`config.mk`:
```
export PLATFORM = sky130hd
export DESIGN_NAME = mux_arbiter_2x1
export DESIGN_NICKNAME = d
export VERILOG_FILES = /design/src/rtl/mux_arbiter_2x1.sv
export SDC_FILE = /design/constraint.sdc
export NUM_CORES = 1
export LEC_CHECK = 0
export CAP_MARGIN = 10
export CORE_MARGIN = 1
export CORE_UTILIZATION = 52
export CTS_CLUSTER_DIAMETER = 60
export DETAILED_ROUTE_END_ITERATION = 8
export GPL_ROUTABILITY_DRIVEN = 0
export GPL_TIMING_DRIVEN = 0
export PLACE_DENSITY_LB_ADDON = 0.1
export SETUP_SLACK_MARGIN = 0.15
export SLEW_MARGIN = 20
export SYNTH_ARGS = -nofsm -noshare
export SYNTH_HDL_FRONTEND = slang
export SYNTH_SLANG_ARGS = --single-unit
```
`constraint.sdc`:
```
create_clock -name clk -period 3.6 [get_ports clk]
set_clock_uncertainty 0.2 [all_clocks]
set_input_delay 0.72 -clock clk [delete_from_list [all_inputs] [get_ports clk]]
set_output_delay 0.72 -clock clk [all_outputs]
set_load 0.01 [all_outputs]
```
`src/rtl/mux_arbiter_2x1.sv`:
```
// Two-requester burst arbiter with a registered output mux.
// Round-robin on contention, bursts capped at MAX_BURST only while the other side waits.
module mux_arbiter_2x1 #(
    parameter int WIDTH     = 8,
    parameter int MAX_BURST = 4
) (
    input  logic             clk,
    input  logic             rstn,
    input  logic             req_a,
    input  logic             req_b,
    input  logic             last_a,
    input  logic             last_b,
    input  logic [WIDTH-1:0] data_a,
    input  logic [WIDTH-1:0] data_b,
    output logic             gnt_a,
    output logic             gnt_b,
    output logic             sel,
    output logic             out_valid,
    output logic [WIDTH-1:0] out_data
);

    typedef enum logic [1:0] {
        IDLE    = 2'd0,
        GRANT_A = 2'd1,
        GRANT_B = 2'd2
    } state_t;

    localparam logic [3:0] BURST_LIM = 4'(MAX_BURST);

    state_t     r_state;
    logic [3:0] r_cnt;
    logic       r_fav_a;

    logic       w_xfer_a;
    logic       w_xfer_b;
    logic [3:0] w_cnt_inc;
    logic       w_cap;
    logic       w_rel_a;
    logic       w_rel_b;

    assign w_xfer_a  = (r_state == GRANT_A) && req_a;
    assign w_xfer_b  = (r_state == GRANT_B) && req_b;
    assign w_cnt_inc = r_cnt + 4'd1;
    assign w_cap     = (w_cnt_inc == BURST_LIM);

    // A dropped req releases without a transfer; the burst cap only releases under contention.
    assign w_rel_a = !req_a || last_a || (w_cap && req_b);
    assign w_rel_b = !req_b || last_b || (w_cap && req_a);

    always_ff @(posedge clk or negedge rstn) begin
        if (!rstn) begin
            r_state   <= IDLE;
            r_cnt     <= 4'd0;
            r_fav_a   <= 1'b1;
            gnt_a     <= 1'b0;
            gnt_b     <= 1'b0;
            sel       <= 1'b0;
            out_valid <= 1'b0;
            out_data  <= '0;
        end else begin
            out_valid <= w_xfer_a || w_xfer_b;
            if (w_xfer_a) begin
                out_data <= data_a;
            end else if (w_xfer_b) begin
                out_data <= data_b;
            end

            case (r_state)
                IDLE: begin
                    if (req_a && (!req_b || r_fav_a)) begin
                        r_state <= GRANT_A;
                        gnt_a   <= 1'b1;
                        gnt_b   <= 1'b0;
                        sel     <= 1'b1;
                        r_cnt   <= 4'd0;
                        r_fav_a <= 1'b0;
                    end else if (req_b) begin
                        r_state <= GRANT_B;
                        gnt_a   <= 1'b0;
                        gnt_b   <= 1'b1;
                        sel     <= 1'b0;
                        r_cnt   <= 4'd0;
                        r_fav_a <= 1'b1;
                    end
                end

                GRANT_A: begin
                    if (w_rel_a) begin
                        if (req_b) begin
                            r_state <= GRANT_B;
                            gnt_a   <= 1'b0;
                            gnt_b   <= 1'b1;
                            sel     <= 1'b0;
                            r_cnt   <= 4'd0;
                            r_fav_a <= 1'b1;
                        end else begin
                            r_state <= IDLE;
                            gnt_a   <= 1'b0;
                            gnt_b   <= 1'b0;
                        end
                    end else begin
                        r_cnt <= w_cap ? 4'd0 : w_cnt_inc;
                    end
                end

                GRANT_B: begin
                    if (w_rel_b) begin
                        if (req_a) begin
                            r_state <= GRANT_A;
                            gnt_a   <= 1'b1;
                            gnt_b   <= 1'b0;
                            sel     <= 1'b1;
                            r_cnt   <= 4'd0;
                            r_fav_a <= 1'b0;
                        end else begin
                            r_state <= IDLE;
                            gnt_a   <= 1'b0;
                            gnt_b   <= 1'b0;
                        end
                    end else begin
                        r_cnt <= w_cap ? 4'd0 : w_cnt_inc;
                    end
                end

                default: begin
                    r_state <= IDLE;
                    gnt_a   <= 1'b0;
                    gnt_b   <= 1'b0;
                end
            endcase
        end
    end

endmodule

```
==> summary.txt <==
Clock tree
  • Hold-fix buffers, CTS: 0
  • TritonCTS clock tree: yes
  • Clk sinks: 19
  • Clock slew at reported path FFs: 0.10 ns
  • Root Driver: clkbuf_4
  • Clock Latency Late Sink: 0.30 ns
  • Num CTS Buffers: 3
  • Htree depth: 1
  • Clock Path Buffers: 2
  • # resized after CTS: 0
  • Post-CTS setup buffers: 0

Route
  • WL final: 2.98 mm
  • Vias: 1225
  • WL/cell: 14.2 um
  • Initial DRC Count: 23
  • Vias/cell: 5.83
  • DRC violations left: 0
  • 1st-pass router iterations: 4
  • Post-route ant nets: 0

Timing
  • Worst Max-Slew Pin Slew: 0.844 ns
  • RSZ-0062 raised after global routing: no
  • Hold slack: 0.289 ns
  • Max transition margin: 0.435
  • Setup TNS: 0 ns
  • PnR worst setup slack: 1.17 ns
  • Slew Viols, Final: 0
  • Final setup fails: 0
  • Period utilization: 0.675
  • Fin. Hold Viols: 0
  • Post-route minimum period: 2.43 ns
  • Maximum achievable frequency: 411 MHz

Pwr
  • Sequential power share: 0.330
  • P_sw: 0.000432 W
  • Switching Share: 0.397
  • Combinational share of power: 0.572
  • Leakage Power: 0.792 nW
  • Clock share of power: 0.098
  • Max VDD drop: 0.506 mV
  • Int Power: 0.000657 W
  • Tot Pwr: 0.00109 W
  • PD cells: 638 mW/mm2

Synthesis
  • Distinct cell type count after synthesis: 36
  • Sequential area share after synthesis: 0.363
  • Post-synth top flop: dfrtp_1
  • Synth Net Count: 173
  • Synth async-reset ratio: 1.00
  • Mapped Cells: 145
  • Flops & latches, synth: 19
  • Syn Std Cell Area: 0.00131 mm2
  • EDFF count, synth: 0
  • Ys Warns: 0
  • Syn_area_per_cell: 9.06 um2

Global route
  • Remaining global-route overflow: 0
  • Initial antenna violation count: 0
  • Largest net degree at the start of global routing: 20
  • Vias in the first global route: 1164
  • Tot GR Track Use: 0.251
  • First-pass GRT wire length: 5.02 mm

Floorplan
  • Die X: 52.3 um
  • Core Region: 0.00230 mm2
  • Die ar.: 0.00273 mm2
  • Initial Util: 0.572
  • Die H: 52.3 um
  • Core Rows: 17
  • # IOs: 34

Final layout
  • Area Growth Syn to Fin: 29.9%
  • Commonest non-fill, non-tap cell in the layout: clkdlybuf4s50_1
  • Fill count: 190
  • Layout cell share with drive strength beyond 1: 0.0934
  • Most frequent cells in the layout: clkdlybuf4s50_1 (33), dfrtp_1 (18), o21ai_0 (17)
  • Fin nets: 211
  • # diodes: 0

Run status
  • Outcome: complete, no violations

Placement
  • Hpwl dp: 2.29 mm
  • Place WS: 0.869 ns
  • # port buffers: 33

Worst setup path
  • Critical Path, Cell by Cell: clkdlybuf4s50_1 -> buf_4 -> a22oi_1 -> clkbuf_1 -> o21ai_0
  • Slowest cell on crit path: clkdlybuf4s50_1
  • Crit. End Element: flop
  • CP required: 3.57 ns
  • Slowest stage delay, CP: 0.49 ns
  • Worst endpoint data arrival time: 2.40 ns
  • Critical path launch point type: input pin
  • Critical path class: in2reg
  • Worst path buffer plus inverter count: 3
  • Crit-path max FO: 10
  • Crit-path leading delay family: buffers and inverters

Worst hold path
  • Hold WC Path Type: reg2reg

Job
  • Max Cap Viol: 0
worst reg2reg max path, cell delays in order, from the launching register on:
cell and delay (ns):
dfrtp_1 0.46, ha_1 0.24, and3b_1 0.26, a31oi_4 0.14, o21a_4 0.27, nor2_4 0.17
mux2_4 0.31
final timing paths:
kind / slack, ns / cells past startpoint / start / to
hold reg to reg: 0.29 / 2 / out_data[6] / out_data[6]
min in group asynchronous: 0.69 / 1 / rstn / gnt_b
setup reg to reg: 1.44 / 6 / r_cnt[1] / r_state[1]
hold / removal: 0.29 / 2 / out_data[6] / out_data[6]
setup / recovery: 1.17 / 5 / req_a / out_data[2]
max in group asynchronous: 1.98 / 1 / rstn / r_cnt[2]
kinds of logic after synthesis:
group	count (synthesis)	share of synthesized area
buf+inv	14	0.0457
fa+ha+maj	6	0.0571
xor+xnor	1	0.00667
simple gates	42	0.170
compound gates	52	0.263
mux	11	0.0952
flops	19	0.363
synth_stat cells (2+ instances only):
cell      instances  area (um2)
a21oi_1          12        60.1
mux2_4            3        45.0
o21bai_1          2        15.0
nand2b_1          6        37.5
dfrtp_1          18         450
inv_1             8        30.0
a211oi_1          3        22.5
o21ai_0          17        85.1
buf_2             3        15.0
nor2_1            6        22.5
a32oi_1           2        17.5
o22ai_1           4        25.0
mux2i_1           8        80.1
clkbuf_1          2        7.51
nand2_1          15        56.3
ha_1              6        75.1
nand3_1           3        15.0
nor2b_1           5        31.3
nand3b_1          3        22.5
o41ai_1           2        17.5
a21o_1            2        15.0
cell type report:
type / count / area, um2 / area share
well taps: 28 / 35.0 / 0.0205
clock inverters: 1 / 5.00 / 0.00293
plain buffers: 6 / 30.0 / 0.0176
multi-input cells: 112 / 777 / 0.455
inverters: 8 / 30.0 / 0.0176
repair buffers: 33 / 330 / 0.194
clock buffers: 3 / 22.5 / 0.0132
flip-flops and latches: 19 / 477 / 0.279
per-layer routing:
layer	up-vias	GRT usage	wire length [um]
li1	594	-	-
met1	573	0.337	1370
met2	52	0.402	1360
met3	6	0.0406	188
met4	0	0.105	59
met5	-	0	0
flip-flops by register name, indices dropped and copies added (netlist names):
| signal | cells |
|---|---|
| gnt_a | 1 |
| gnt_b | 1 |
| r_fav_a | 1 |
| r_cnt | 4 |
| out_valid | 1 |
| sel | 1 |
| r_state | 2 |
| out_data | 8 |
power groups by stage:
stage / sequential, W / combinational, W / clock [W]
floorplan: 0.000384 / 0.000359 / 0
global placement: 0.000357 / 0.000607 / 0
detailed placement: 0.000362 / 0.000622 / 0
CTS: 0.000358 / 0.000624 / 0.000111
global route: 0.000369 / 0.000684 / 0.000117
finish: 0.000359 / 0.000623 / 0.000106
through the flow:
step	cell area, um2	utilization	std cells
floorplan	1310	-	145
global placement	1680	0.731	206
detailed placement	1680	0.731	206
CTS	1710	0.743	210
global route	1710	0.743	210
finish	1710	0.743	210
No activity file was read; power rests on OpenSTA's default activity.
